==> src/rtl/coil_current_ctrl.sv <==
// -----------------------------------------------------------------------------
// coil_current_ctrl
//
// Hysteretic peak/valley PWM controller for the output buck stage. Compares the
// coil-current estimate against a soft-started peak setpoint and a valley
// (peak minus hysteresis). It enforces minimum on/off times and a maximum
// on-time, and latches an over-current trip.
//
// Ports:
//   clk          48 MHz system clock
//   reset        synchronous, active-high reset
//   enable       run request (level)
//   iest_coil    coil-current estimate, ADC native format (12 bit)
//   i_peak       target peak current, unsigned DN (205 DN/A)
//   i_hyst       peak-to-valley hysteresis, unsigned DN
//   pwm          switch drive, registered, high only in ON
//   active       high in ON or OFF
//   fault        latched over-current trip
//   ton_timeout  sticky: an on-pulse was ended by MAX_ON
//   pulse_cnt    number of on-pulses, saturating
// -----------------------------------------------------------------------------
module coil_current_ctrl #(
    parameter int MIN_ON   = 24,
    parameter int MIN_OFF  = 24,
    parameter int MAX_ON   = 480,
    parameter int RAMP_DIV = 48,
    parameter int I_LIMIT  = 1845
) (
    input  logic        clk,
    input  logic        reset,
    input  logic        enable,
    input  logic [11:0] iest_coil,
    input  logic [10:0] i_peak,
    input  logic [9:0]  i_hyst,
    output logic        pwm,
    output logic        active,
    output logic        fault,
    output logic        ton_timeout,
    output logic [15:0] pulse_cnt
);

    typedef enum logic [1:0] {IDLE, ON, OFF, FAULT} state_t;

    localparam int                 RW         = (RAMP_DIV > 1) ? $clog2(RAMP_DIV) : 1;
    localparam logic [RW-1:0]      RAMP_LAST  = RW'(RAMP_DIV - 1);
    localparam logic [9:0]         TON_MIN_L  = 10'(MIN_ON - 1);
    localparam logic [9:0]         TOFF_MIN_L = 10'(MIN_OFF - 1);
    localparam logic [9:0]         TON_MAX_L  = 10'(MAX_ON - 1);
    localparam logic signed [12:0] LIMIT      = 13'(I_LIMIT);

    state_t        state;
    state_t        state_nxt;
    logic [10:0]   peak_eff;
    logic [10:0]   valley;
    logic [9:0]    ton_cnt;
    logic [9:0]    toff_cnt;
    logic [RW-1:0] ramp_cnt;

    // The ADC word is offset-binary with an inverted magnitude; flipping the
    // low 11 bits yields a two's-complement current, positive for positive
    // coil current. It is widened by one bit so unsigned thresholds can be
    // compared signed without wrapping, which keeps negative current below
    // every threshold.
    logic signed [11:0] i_cur;
    logic signed [12:0] i_ext;
    assign i_cur = $signed(iest_coil ^ 12'h7FF);
    assign i_ext = $signed({i_cur[11], i_cur});

    logic over_lim, at_peak, at_valley, max_on_hit;
    assign over_lim   = i_ext > LIMIT;
    assign at_peak    = i_ext >= $signed({2'b00, peak_eff});
    assign at_valley  = i_ext <= $signed({2'b00, valley});
    assign max_on_hit = (ton_cnt == TON_MAX_L);

    // Valley floors at zero rather than wrapping while the setpoint is small.
    assign valley = ({1'b0, i_hyst} >= peak_eff) ? 11'd0 : peak_eff - {1'b0, i_hyst};

    function automatic logic [9:0] sat_inc(input logic [9:0] v);
        return (v == 10'h3FF) ? v : v + 10'd1;
    endfunction

    // Transition priority: over-current, then disable, then per-state rules.
    always_comb begin
        // NOTE: default first so every path assigns state_nxt; otherwise a latch is inferred.
        state_nxt = state;
        if (state != FAULT && over_lim) begin
            state_nxt = FAULT;
        end else if ((state == ON || state == OFF) && !enable) begin
            state_nxt = IDLE;
        end else begin
            case (state)
                IDLE:    if (enable) state_nxt = ON;
                ON:      if (max_on_hit || (ton_cnt >= TON_MIN_L && at_peak)) state_nxt = OFF;
                OFF:     if (toff_cnt >= TOFF_MIN_L && at_valley) state_nxt = ON;
                FAULT:   if (!enable) state_nxt = IDLE;
                default: state_nxt = IDLE;
            endcase
        end
    end

    // Outputs are decoded from the next state so they change on the same edge
    // as the state register: one cycle from input condition to pwm.
    always_ff @(posedge clk) begin
        // NOTE: non-blocking assignments in clocked logic so every register samples pre-edge values.
        if (reset) begin
            state       <= IDLE;
            pwm         <= 1'b0;
            active      <= 1'b0;
            fault       <= 1'b0;
            ton_timeout <= 1'b0;
            pulse_cnt   <= 16'd0;
            ton_cnt     <= 10'd0;
            toff_cnt    <= 10'd0;
            ramp_cnt    <= '0;
            peak_eff    <= 11'd0;
        end else begin
            state  <= state_nxt;
            pwm    <= (state_nxt == ON);
            active <= (state_nxt == ON) || (state_nxt == OFF);
            fault  <= (state_nxt == FAULT);

            // Counters read 0 in the first cycle of their state.
            ton_cnt  <= (state == ON  && state_nxt == ON)  ? sat_inc(ton_cnt)  : 10'd0;
            toff_cnt <= (state == OFF && state_nxt == OFF) ? sat_inc(toff_cnt) : 10'd0;

            if (state_nxt == ON && state != ON && pulse_cnt != 16'hFFFF)
                pulse_cnt <= pulse_cnt + 16'd1;

            if (state == ON && state_nxt == OFF && max_on_hit)
                ton_timeout <= 1'b1;
            else if (state == IDLE && state_nxt == ON)
                ton_timeout <= 1'b0;

            // Soft-start: zero outside ON/OFF; the entry edge from IDLE leaves
            // both at zero so the ramp counts whole cycles spent running.
            if (state_nxt == IDLE || state_nxt == FAULT) begin
                ramp_cnt <= '0;
                peak_eff <= 11'd0;
            end else if (state == ON || state == OFF) begin
                ramp_cnt <= (ramp_cnt == RAMP_LAST) ? '0 : ramp_cnt + 1'b1;
                if (i_peak < peak_eff)
                    peak_eff <= i_peak;
                else if (peak_eff < i_peak && ramp_cnt == RAMP_LAST)
                    peak_eff <= peak_eff + 11'd1;
            end
        end
    end

endmodule

==> config.mk <==
export PLATFORM = sky130hd
export DESIGN_NAME = coil_current_ctrl
export DESIGN_NICKNAME = d
export VERILOG_FILES = /design/src/rtl/coil_current_ctrl.sv
export SDC_FILE = /design/constraint.sdc
export NUM_CORES = 1
export LEC_CHECK = 0
export CAP_MARGIN = 20
export CORE_MARGIN = 8
export CORE_UTILIZATION = 63
export CTS_BUF_LIST = sky130_fd_sc_hd__clkbuf_8
export CTS_CLUSTER_DIAMETER = 100
export CTS_CLUSTER_SIZE = 14
export DETAILED_ROUTE_END_ITERATION = 8
export MAX_ROUTING_LAYER = met4
export PLACE_DENSITY = 0.89
export SKIP_CTS_REPAIR_TIMING = 1
export SLEW_MARGIN = 20
export SYNTH_ARGS = -nofsm -noshare
export SYNTH_HDL_FRONTEND = slang
export SYNTH_SLANG_ARGS = --single-unit
==> constraint.sdc <==
create_clock -name clk -period 14.4 [get_ports clk]
set_input_delay 2.88 -clock clk [delete_from_list [all_inputs] [get_ports clk]]
set_output_delay 2.88 -clock clk [all_outputs]
set_load 0.02 [all_outputs]
Word level (Yosys, flattened, before mapping) --
Index checks and enable logic that the tools add are counted.
Operators by class: shift operators 0, reduce and logical (&&, ||, !) cells 25, equality and inequality tests 13, bitwise logic cells 3, mux-type cells 13, magnitude comparators 8, divide/modulo/power cells 0, add/sub/neg operators 6, multipliers 0
Operator list (number):
- $mux W11 | 3
- $lt A11 B11 Y1 | 2
- $add A10 B1 Y10 const B | 2
- $eq A10 B10 Y1 const B | 2
- $ge A10 B5 Y1 const B | 2
- $add A16 B1 Y16 const B | 1
- $ne A16 B16 Y1 const B | 1
- $ge A12 B12 Y1 | 1
- $gt A12 B12 Y1 const B | 1
- $le A12 B12 Y1 | 1
- $logic_and A1 B1 Y1 | 12
- $mux W2 | 6
- $add A11 B1 Y11 const B | 1
- $ge A10 B11 Y1 | 1
- $not A11 Y11 | 1
- $sub A11 B10 Y11 | 1
- $eq A10 B9 Y1 const B | 1
- $eq A2 B2 Y1 const B | 4
- $pmux W2 S4 | 1
- $add A6 B1 Y6 const B | 1
- $eq A6 B6 Y1 const B | 1
- $mux W6 | 1
- $reduce_or A2 Y1 | 3
- $eq A2 B1 Y1 const B | 2
- other kinds (9) | 16
Storage, ports and cells: word-level logic and storage cells 78, ROM bits 0, RAM bits 0, memories 0, input bits 36, output and inout port bits 20, latch bits 0, register bits 59

Depth between registers and ports, before layout --
Gate-level depths: netlist (run 1).
word-level depth 12, mapped depth 24, depth with buffers taken out 24

Worst setup path after synthesis (run 1) --
No wires, ideal clock.
path type in2reg, start input port i_hyst[1], end register pulse_cnt[9], path slack 7369 ps, data required time 14272 ps, library setup time 128 ps, stages 21, data arrival time 6903 ps, cells stage by stage inv_1 > ha_1 > nor2b_1 > o211ai_1 > a21oi_1 > o311ai_1 > a21oi_1 > nand2_1 > ha_1 > a21o_1 > a211o_1 > o32ai_2 > a2111oi_4 > a21oi_1 > ha_1 > nor2b_1 > nand3_1 > a31oi_1 > nand4_1 > xor2_1 > nor2_1
Between the ends: word-level cells in the longest chain between the ends 11, elaborated cells between the ends (all ways) 12, classes of those cells 1 x add/sub; 2 x order compare; 1 x eq/ne; 5 x mux; 3 x reduce/logical
Ends and longest elaborated chain:
- start, declared | line 34 | input logic [9:0] i_hyst,
- $sub A11 B10 Y11 / $ge A10 B11 Y1 (equally long branches) | line 76 | assign valley = ({1'b0, i_hyst} >= peak_eff) ? 11'd0 : peak_eff - {1'b0, i_hyst};
- $mux W11 (*) | line 76
- $le A12 B12 Y1 (*) | line 72 | assign at_valley = i_ext <= $signed({2'b00, valley});
- $logic_and A1 B1 Y1 (*) | line 94 | OFF: if (toff_cnt >= TOFF_MIN_L && at_valley) state_nxt = ON;
- $mux W2 (*) | line 94
- $pmux W2 S4 (*) | line 91 | case (state)
- $mux W2 (*) | line 88 | end else if ((state == ON || state == OFF) && !enable) begin
- $mux W2 (*) | line 86 | if (state != FAULT && over_lim) begin
- net state_nxt[0] | line 52 | state_t state_nxt;
- $eq A2 B1 Y1 (*) | line 126 | if (state_nxt == ON && state != ON && pulse_cnt != 16'hFFFF)
- $logic_and A1 B1 Y1 (*) (2 in series) | line 126
- end signal, assigned | line 127 | pulse_cnt <= pulse_cnt + 16'd1;
- end, declared | line 39 | output logic [15:0] pulse_cnt
Mark *: on every way through the listed nets, which the timed path passes. The rest lies on a longest branch. A chain may end at the register's enable or synchronous reset.

Worst setup path after layout (run 1) --
start input port i_hyst[1], end register peak_eff[7]
Between the ends: word-level cells in the longest chain between the ends 11, elaborated cells between the ends (all ways) 13, classes of those cells 1 x add/sub; 2 x order compare; 1 x eq/ne; 5 x mux; 4 x reduce/logical
Ends and longest elaborated chain:
- $sub A11 B10 Y11 / $ge A10 B11 Y1 (equally long branches) | line 76
- $mux W11 (*) | line 76
- $le A12 B12 Y1 (*) | line 72
- $logic_and A1 B1 Y1 (*) | line 94
- $mux W2 (*) | line 94
- $pmux W2 S4 (*) | line 91
- $mux W2 (*) | line 88
- $mux W2 (*) | line 86
- net state_nxt[1] | line 52
- $eq A2 B2 Y1 / $logic_not A2 Y1 (equally long branches) | line 136 | if (state_nxt == IDLE || state_nxt == FAULT) begin
- $logic_or A1 B1 Y1 (*) | line 136
- $reduce_or A2 Y1 (no source line) (*)
- end signal, assigned | line 142 | peak_eff <= i_peak;
- end signal, assigned | line 144 | peak_eff <= peak_eff + 11'd1;
- end, declared | line 53 | logic [10:0] peak_eff;
Marked as above.

==> results of run 1 <==
-- flip-flops by register name (all words and copies together) (netlist names), 2 cells and up --
signal,count
pulse_cnt,16
peak_eff,11
toff_cnt,10
ton_cnt,10
ramp_cnt,6
state,2
-- synth_stat cells, drive strengths merged (4+ instances only) --
cell and n:
a31oi 5, buf 5, o22a 4, ha 57
a21o 7, clkbuf 6, o211ai 4, nand4 18
a21oi 32, a32o 7, dfxtp 59, nor2 56
mux2 4, nor3 14, o21ai 10, inv 54
mux2i 11, o22ai 10, a211oi 5, nand2 41
xor2 18, xnor2 17, nand3 30, nor4 5
and3 10, nor2b 9
-- worst paths after layout --
check                                  from     endpoint  slack (ns)  cells past startpoint
worst max-delay path              i_hyst[1]  peak_eff[7]        6.21                     19
worst min-delay path            ramp_cnt[5]  ramp_cnt[5]        0.52                      2
worst min register to register  ramp_cnt[5]  ramp_cnt[5]        0.52                      2
worst max register to register  peak_eff[0]  peak_eff[7]        8.70                     18
-- per-stage QoR --
stage / utilization [%] / worst slack, ns / cell area (um2) / hold WS (ns)
finish: 77.5 / 6.21 / 5260 / 0.519
global route: 77.5 / 5.72 / 5260 / 0.574
CTS: 77.4 / 6.29 / 5260 / 0.525
detailed placement: 74.5 / 5.95 / 5060 / 0.507
global placement: 74.5 / 6.26 / 5060 / 0.491
floorplan: - / 7.37 / 4430 / 0.476
-- power groups by stage --
| stage | registers (mW) | logic, mW | clock network (mW) |
|---|---|---|---|
| 6_report | 0.169 | 0.0608 | 0.155 |
| 4_1_cts | 0.169 | 0.0601 | 0.156 |
| 5_1_grt | 0.169 | 0.0665 | 0.163 |
| 3_3_place_gp | 0.172 | 0.0567 | 0 |
| 3_5_place_dp | 0.173 | 0.0590 | 0 |
| 2_1_floorplan | 0.174 | 0.0333 | 0 |
-- layout make-up --
class / instances / area (um2) / share of cell area (%)
clock buffer: 10 / 138 / 2.61
multi-input combinational: 424 / 3000 / 57.0
timing repair buffer: 56 / 558 / 10.6
clock inverter: 6 / 63.8 / 1.21
inverter: 54 / 203 / 3.85
tap: 96 / 120 / 2.28
sequential: 59 / 1180 / 22.4
-- layer usage --
layer / vias to the layer above / share of wire [%] / wire [um] / global-route usage, %
met5: - / 0 / 0 / -
met4: 0 / 2.8 / 338 / 12.1
met3: 32 / 7.1 / 845 / 4.78
met2: 162 / 48 / 5740 / 42.2
met1: 1982 / 42 / 4960 / 27.3
li1: 2083 / - / - / -
-- worst max-delay path, cell delays in order --
cell             delay (ns)
clkdlybuf4s50_1        0.46
inv_1                  0.07
ha_1                   0.29
nor2b_1                0.19
o211ai_1               0.11
a21oi_1                0.30
o311ai_1               0.15
a21oi_1                0.55
nand2_1                0.13
ha_1                   0.33
a21o_1                 0.18
a211o_1                0.29
o32ai_2                0.37
o221ai_1               0.24
o31a_1                 0.18
ha_1                   0.32
nor2_1                 0.81
o21ai_0                0.35
o22ai_1                0.25
-- logic make-up after synthesis --
kind of cell | share of synthesized area, %
buffers and inverters | 5.70
multiplexers | 3.50
XOR/XNOR | 6.92
AND/OR/NAND/NOR | 22.8
adder cells (fa/ha/maj) | 16.5
AO/OA/AOI/OAI | 17.9
flip-flops | 26.7
==> impl_metrics.py, run 1 <==
metrics = {
    "placement": {
        "numPlacedInstances": 689,
        "dpl.hpwl_mm": 8.87,
        "portBuffers": 55,
        "gp_congestion": 0.966,
    },
    "floorplan": {
        "die_y_um": 99.9,
        "core_area_um2": 6790,
        "die_x_um": 99.9,
        "rows": 30,
        "die_area_um2": 9970,
        "start_util_pct": 65.2,
        "pin_count": 56,
    },
    "drt": {
        "route.detailed.drc": 0,
        "drtPass1Iterations": 5,
        "drt_wl_total_mm": 11.9,
        "ant_nets": 0,
        "vias": 4259,
        "wl_per_cell_um": 16.9,
        "via_per_inst": 6.04,
        "drtIter0Drc": 219,
    },
    "yosys": {
        "ys_seq_area_share_pct": 26.7,
        "synth.distinct_cells": 62,
        "synth_fp_nets": 642,
        "netlist_area_um2": 4430,
        "yosys_warnings": 0,
        "yosys.area.top_type": "dfxtp_1",
        "ys_ff_latch": 59,
        "synth_edf_count": 0,
        "syn_inst": 548,
        "synth_top_area_share_pct": 26.7,
        "synth_area_leaders": "dfxtp_1 27%, ha_1 16%, nor2_1 4.7%, inv_1 4.6%, a21oi_1 3.6%",
        "syn_avg_cell_area_um2": 8.08,
        "async_flop_share_pct": 0,
        "synthFlopType": "dfxtp_1",
    },
    "clock_network": {
        "cts_tree": "built",
        "cts.clk_slew.worst_paths_ns": 0.07,
        "cts_sinks": 59,
        "root_buffer": "clkbuf_8",
        "cts_buffer_depth": 2,
        "cts_buffers": 9,
        "clock_latency_ns": 0.36,
        "htree_levels": 3,
    },
    "finish": {
        "most-common-layout-cells": "59 x dfxtp_1, 57 x ha_1, 56 x nor2_1, 55 x clkdlybuf4s50_1, 54 x inv_1",
        "area_growth_pct": 18.8,
        "final_nets": 698,
        "final_common_cell": "dfxtp_1",
        "drive_gt1_share_pct": 4.76,
        "instances_no_fill": 705,
        "fillers": 485,
        "diodes": 0,
    },
    "power": {
        "switchingPower_uw": 106,
        "total_power_uw": 384,
        "powerDensity_nw_per_um2": 73.0,
        "pwr-share-seq_pct": 44.0,
        "clock_power_share_pct": 40.2,
        "vdd_drop_max_mv": 0.0835,
        "switching_share_pct": 27.5,
        "p_int_uw": 279,
        "p_leak_nw": 2.18,
        "pwr-share-comb_pct": 15.8,
    },
    "grt": {
        "first_global_vias": 4260,
        "grt_usage_pct": 24.8,
        "grt_overflow_total": 0,
        "antenna_found_initial": 0,
        "grt_max_degree": 25,
        "grt_pass1_wl_mm": 19.7,
    },
    "critical_path": {
        "critPathLaunchType": "input pin",
        "criticalPathCategory": "input pin to flip-flop",
        "cp.arrival_ns": 8.48,
        "required_ns": 14.68,
        "crit_fanout": 16,
        "critPathCaptureType": "flip-flop",
    },
    "timing": {
        "report.final.slew_viol_count": 0,
        "setup_tns_ns": 0,
        "slew_headroom_pct": 26.9,
        "rsz0062_at_grt": "no",
        "final.min_clock_period_ns": 8.19,
        "fin_crit_sh_pct": 56.9,
        "fmax_mhz": 122,
        "skew_ns": 0.0106,
        "hold_viol_final": 0,
        "worstMarginPinSlew_ns": 1.09,
        "finalSetupViolCount": 0,
    },
    "run": {
        "maxCapViolCount": 0,
    },
    "min_path": {
        "holdCritPathClass": "flip-flop to flip-flop",
    },
    "run_status": {
        "run_status": "finished clean",
    },
}
Note: power is estimated with default switching activity, not from simulation.
==> run 2, diff against run 1 <==
--- a/config.mk
+++ b/config.mk
@@ -7,13 +7,13 @@
 export LEC_CHECK = 0
 export CAP_MARGIN = 20
 export CORE_MARGIN = 8
-export CORE_UTILIZATION = 63
+export CORE_UTILIZATION = 58
 export CTS_BUF_LIST = sky130_fd_sc_hd__clkbuf_8
 export CTS_CLUSTER_DIAMETER = 100
 export CTS_CLUSTER_SIZE = 14
 export DETAILED_ROUTE_END_ITERATION = 8
 export MAX_ROUTING_LAYER = met4
-export PLACE_DENSITY = 0.89
+export PLACE_DENSITY = 0.83
 export SKIP_CTS_REPAIR_TIMING = 1
 export SLEW_MARGIN = 20
 export SYNTH_ARGS = -nofsm -noshare
==> constraint.sdc (replaced) <==
create_clock -name clk -period 8.1 [get_ports clk]
set_input_delay 1.62 -clock clk [delete_from_list [all_inputs] [get_ports clk]]
set_output_delay 1.62 -clock clk [all_outputs]
set_load 0.02 [all_outputs]
==> run 2 against run 1 <==
  * Register-to-register slack worse by 5.9 ns
  * Power grew 82%
  * Cell area is 0.50% higher
  * Sequential power increased by 78%
  * Clock skew down 0.00069 ns
  * Wire length shrank 8.1%
  * Hold slack lost 0.0059 ns
==> impl_metrics.py, run 2 (synthesis gave the netlist of run 1 again) <==
metrics = {
    "drt": {
        "via_per_inst": 5.88,
        "vias": 4179,
        "drtIter0Drc": 176,
        "wl_per_cell_um": 15.4,
        "drtPass1Iterations": 7,
        "route.detailed.drc": 0,
        "ant_nets": 0,
        "drt_wl_total_mm": 10.9,
    },
    "critical_path": {
        "r2r-start": "peak_eff[0]",
        "cp.arrival_ns": 6.90,
        "critPathLaunchType": "input pin",
        "critPathBufInv": 2,
        "slowest_delay_ns": 0.55,
        "critPathCaptureType": "flip-flop",
        "critPathLaunch": "i_hyst[1]",
        "required_ns": 8.36,
        "slowest_stage": "nor2_1",
        "criticalPathCategory": "input pin to flip-flop",
        "path_common_cell": "ha_1",
        "crit_fanout": 11,
        "path_delay_family": "compound AO/OA/AOI/OAI gates",
        "crit_chain": "clkdlybuf4s50_1, inv_1, ha_1, nor2b_1, o211ai_1, a21oi_1, o311ai_1, a21oi_1, nand2_1, ha_1, a21o_1, a211o_1, o32ai_2, o221ai_1, o31a_1, ha_1, nor2_1, o21ai_0, o22ai_1",
    },
    "timing": {
        "slew_headroom_pct": 31.0,
        "final.min_clock_period_ns": 6.64,
        "skew_ns": 0.00990,
        "fin_hold_ws_ns": 0.514,
        "fmax_mhz": 151,
        "report.final.slew_viol_count": 0,
        "rsz0062_at_grt": "no",
        "worstMarginPinSlew_ns": 1.03,
        "finalSetupViolCount": 0,
        "setup_tns_ns": 0,
        "hold_viol_final": 0,
        "fin_crit_sh_pct": 81.9,
    },
    "finish": {
        "area_growth_pct": 19.4,
        "final_nets": 698,
        "most-common-layout-cells": "59 x dfxtp_1, 57 x ha_1, 56 x inv_1, 56 x nor2_1, 55 x clkdlybuf4s50_1",
        "drive_gt1_share_pct": 4.60,
        "largestRegisters": "pulse_cnt x16, peak_eff x11",
        "top_register": "pulse_cnt",
        "instances_no_fill": 711,
        "final_common_cell": "dfxtp_1",
        "final_area_um2": 5290,
        "largest_register_ffs": 16,
        "diodes": 0,
    },
    "run_status": {
        "run_status": "finished clean",
    },
    "clock_network": {
        "cts.clk_slew.worst_paths_ns": 0.07,
        "clock_latency_ns": 0.34,
        "root_buffer": "clkbuf_8",
        "cts_tree": "built",
        "cts_buffer_depth": 2,
        "cts_sinks": 59,
        "cts_buffers": 9,
        "htree_levels": 3,
    },
    "run": {
        "maxCapViolCount": 0,
    },
    "placement": {
        "dpl.hpwl_mm": 8.54,
        "dpl-instance-area_um2": 5070,
        "numPlacedInstances": 695,
        "gp_congestion": 1.07,
        "portBuffers": 55,
    },
    "grt": {
        "met2_usage_pct": 35.7,
        "first_global_vias": 4096,
        "grt_pass1_wl_mm": 18.1,
        "grt_max_degree": 25,
        "grt_busiest_layer": "met2",
        "antenna_found_initial": 0,
        "grt_usage_pct": 21.7,
        "grt_overflow_total": 0,
        "grt_use_met1_pct": 25.5,
        "met3_usage_pct": 4.28,
    },
    "floorplan": {
        "die_area_um2": 10700,
        "core_area_um2": 7570,
        "start_util_pct": 58.5,
        "die_x_um": 103,
        "pin_count": 56,
        "rows": 32,
        "die_y_um": 103,
    },
    "power": {
        "vdd_drop_max_mv": 0.112,
        "powerDensity_nw_per_um2": 132,
        "p_leak_nw": 2.20,
        "total_power_uw": 699,
    },
    "min_path": {
        "hold_start": "ramp_cnt[5]",
        "holdCritPathClass": "flip-flop to flip-flop",
    },
}
-- run 2: area by class of cell --
cell class	count	area [um2]
Multi-Input combinational cell	424	3010
Sequential cell	59	1180
Fill cell	604	2280
Tap cell	102	128
Timing Repair Buffer	56	558
Clock inverter	7	85.1
Inverter	54	203
Clock buffer	9	124
-- run 2: per-stage QoR --
| step | setup slack [ns] | util [%] |
|---|---|---|
| final | 1.46 | 69.9 |
| after global routing | 0.940 | 69.9 |
| after CTS | 1.51 | 69.8 |
| after detailed placement | 1.16 | 67.0 |
| after global placement | 1.35 | 67.0 |
| after floorplan | 2.33 | - |
-- run 2: worst reg2reg max path: stages (launching register included) --
cell      delay, ns
dfxtp_1        0.42
inv_1          0.14
ha_1           0.22
nor2b_1        0.17
o211ai_1       0.11
a21oi_1        0.29
o311ai_1       0.15
a21oi_1        0.53
nand2_1        0.12
ha_1           0.33
a21o_1         0.19
a211o_1        0.29
o32ai_2        0.36
o221ai_1       0.21
o31a_1         0.17
ha_1           0.33
nor2_1         0.55
o21ai_0        0.35
o22ai_1        0.26
-- run 2: layer usage --
layer	up-vias	routed length, um	part of all wire, %
li1	2097	-	-
met1	1953	4880	45
met4	0	255	2.3
met3	22	584	5.3
met5	-	0	0
met2	107	5210	48
-- run 2: final timing paths --
path                 end  slack (ns)  depth (start not counted)
min reg2reg  ramp_cnt[5]        0.51                          2
min          ramp_cnt[5]        0.51                          2
max          peak_eff[7]        1.46                         19
max reg2reg  peak_eff[7]        2.82                         18
-- run 2: report_power, final --
| group | internal, mW | leakage, nW | switching [mW] |
|---|---|---|---|
| Clock | 0.170 | 0.112 | 0.122 |
| Sequential | 0.295 | 0.476 | 0.00490 |
| Combinational | 0.0506 | 1.62 | 0.0565 |
| Total | 0.516 | 2.20 | 0.183 |
==> run 3, diff against run 2 <==
==> constraint.sdc (replaced) <==
create_clock -name clk -period 6.9 [get_ports clk]
set_input_delay 1.38 -clock clk [delete_from_list [all_inputs] [get_ports clk]]
set_output_delay 1.38 -clock clk [all_outputs]
set_load 0.02 [all_outputs]
==> run 3 against run 2 <==
  * Register-to-register slack got worse by 0.98 ns
  * Clock skew rose by 0.0069 ns
  * Final cell count rose by 0.14%
  * Non-clock buffer count rose by 1
  * Utilization barely moved
  * Largest cell class unchanged
  * Worst setup slack got worse by 0.63 ns
  * Cell area barely moved
  * Critical endpoint is now pulse_cnt[11]
  * Clock power rose by 11%
  * Sequential share of layout area barely moved
  * Wire length rose by 3.0%
==> impl_metrics.py, run 3 (synthesis gave the netlist of run 1 again) <==
metrics = {
    "run_status": {
        "run_status": "finished clean",
    },
    "finish": {
        "final_nets": 699,
        "largest_register_ffs": 16,
        "fin_util_pct": 69.9,
        "area_growth_pct": 19.3,
        "most-common-layout-cells": "59 x dfxtp_1, 57 x ha_1, 56 x nor2_1, 55 x clkdlybuf4s50_1, 54 x inv_1",
        "largestRegisters": "pulse_cnt x16, peak_eff x11",
        "diodes": 0,
        "top_register": "pulse_cnt",
        "final_common_cell": "dfxtp_1",
        "drive_gt1_share_pct": 4.92,
    },
    "floorplan": {
        "pin_count": 56,
        "core_area_um2": 7570,
        "start_util_pct": 58.5,
        "die_area_um2": 10700,
        "rows": 32,
        "die_x_um": 103,
        "die_y_um": 103,
    },
    "grt": {
        "grt_max_degree": 25,
        "first_global_vias": 4243,
        "grt_pass1_wl_mm": 18.9,
        "grt_overflow_total": 0,
        "grt_usage_pct": 22.6,
        "antenna_found_initial": 0,
    },
    "critical_path": {
        "crit_chain": "clkdlybuf4s50_1, ha_1, inv_1, fa_1, a21o_1, a21oi_1, o221ai_1, a21oi_1, o21ai_0, a21oi_1, ha_1, a211o_1, o32ai_2, a2111oi_4, a21oi_1, ha_1, nor2b_1, nand3_1, a31oi_1, nand3_1, xnor2_1, nor2_1",
        "crit_fanout": 5,
        "path_delay_family": "compound AO/OA/AOI/OAI gates",
        "critPathBufInv": 2,
        "cp.arrival_ns": 6.27,
        "critPathLaunchType": "input pin",
        "slowest_stage": "clkdlybuf4s50_1",
        "slowest_delay_ns": 0.49,
        "criticalPathCategory": "input pin to flip-flop",
        "critPathCaptureType": "flip-flop",
        "required_ns": 7.10,
        "path_common_cell": "a21oi_1",
    },
    "drt": {
        "wl_met3_um": 634,
        "drt_wl_total_mm": 11.3,
        "met2WireLength_mm": 5.54,
        "via_per_inst": 5.88,
        "wl_per_cell_um": 15.8,
        "route.detailed.drc": 0,
        "top_layer_used": "met4",
        "ant_nets": 0,
        "vias": 4188,
        "drtIter0Drc": 174,
        "drtPass1Iterations": 5,
        "wl_met1_mm": 4.81,
    },
    "clock_network": {
        "clock_latency_ns": 0.35,
        "cts_sinks": 59,
        "root_buffer": "clkbuf_8",
        "cts_buffer_depth": 2,
        "cts_buffers": 9,
        "htree_levels": 3,
        "cts.clk_slew.worst_paths_ns": 0.07,
        "cts_tree": "built",
    },
    "power": {
        "clock_power_share_pct": 40.5,
        "p_leak_nw": 2.20,
        "vdd_drop_max_mv": 0.126,
        "switching_share_pct": 27.4,
        "powerDensity_nw_per_um2": 152,
        "pwr-share-comb_pct": 15.6,
        "pwr-share-seq_pct": 43.9,
        "p_int_uw": 583,
        "switchingPower_uw": 220,
    },
    "timing": {
        "hold_viol_final": 0,
        "fmax_mhz": 165,
        "fin_hold_ws_ns": 0.532,
        "fin_crit_sh_pct": 87.9,
        "report.final.slew_viol_count": 0,
        "slew_headroom_pct": 21.7,
        "rsz0062_at_grt": "no",
        "setup_ws_ns": 0.833,
        "skew_ns": 0.0168,
        "setup_tns_ns": 0,
        "worstMarginPinSlew_ns": 1.17,
        "finalSetupViolCount": 0,
        "final.min_clock_period_ns": 6.07,
    },
    "placement": {
        "portBuffers": 55,
        "dpl_worst_slack_ns": 0.533,
        "gp_congestion": 1.01,
        "dpl.hpwl_mm": 8.76,
    },
    "min_path": {
        "holdCritPathClass": "flip-flop to flip-flop",
    },
    "run": {
        "maxCapViolCount": 0,
    },
}
[run 3: changes by cell type in the layout (fill, tap and decap cells not counted), sizes merged]
cell	delta
bufinv	-1
clkbuf	+1
buf	+1
clkinvlp	+1
inv	-1
[run 3: path summary, 6_finish.rpt]
path,start,slack [ns],end,depth (start not counted)
worst max-delay path,i_hyst[0],0.83,pulse_cnt[11],22
worst min-delay path,ton_timeout,0.53,ton_timeout,2
worst max register to register,peak_eff[0],1.84,pulse_cnt[11],22
worst min register to register,ton_timeout,0.53,ton_timeout,2
[run 3: area by class of cell]
type	instances	area, um2
Sequential cell	59	1180
Inverter	54	203
Clock buffer	10	138
Clock inverter	6	63.8
Fill cell	609	2280
Timing Repair Buffer	57	566
Tap cell	102	128
Multi-Input combinational cell	424	3010
[run 3: metal layers]
layer  vias up  global-route usage, %
met1      1974                   24.8
met3        27                   4.22
met2       102                   38.8
li1       2085                      -
met4         0                   10.5
met5         -                      -
[run 3: power groups by stage]
stage | combinational (mW) | clock, mW | sequential [mW]
2_1_floorplan | 0.0695 | 0 | 0.364
3_3_place_gp | 0.120 | 0 | 0.360
3_5_place_dp | 0.124 | 0 | 0.360
4_1_cts | 0.126 | 0.329 | 0.352
5_1_grt | 0.139 | 0.344 | 0.353
6_report | 0.125 | 0.325 | 0.352
[run 3: through the flow]
step           area (um2)  power, mW  cells
2_1_floorplan        4430      0.434    548
3_3_place_gp         5080      0.480    696
3_5_place_dp         5080      0.484    696
4_1_cts              5280      0.807    712
5_1_grt              5290      0.837    712
6_report             5290      0.803    712
[run 3: tightest hold or removal path, cell delays in order, from the launching register on]
cell and delay, ns:
dfxtp_1 0.35, a32oi_1 0.07, nor2_1 0.08
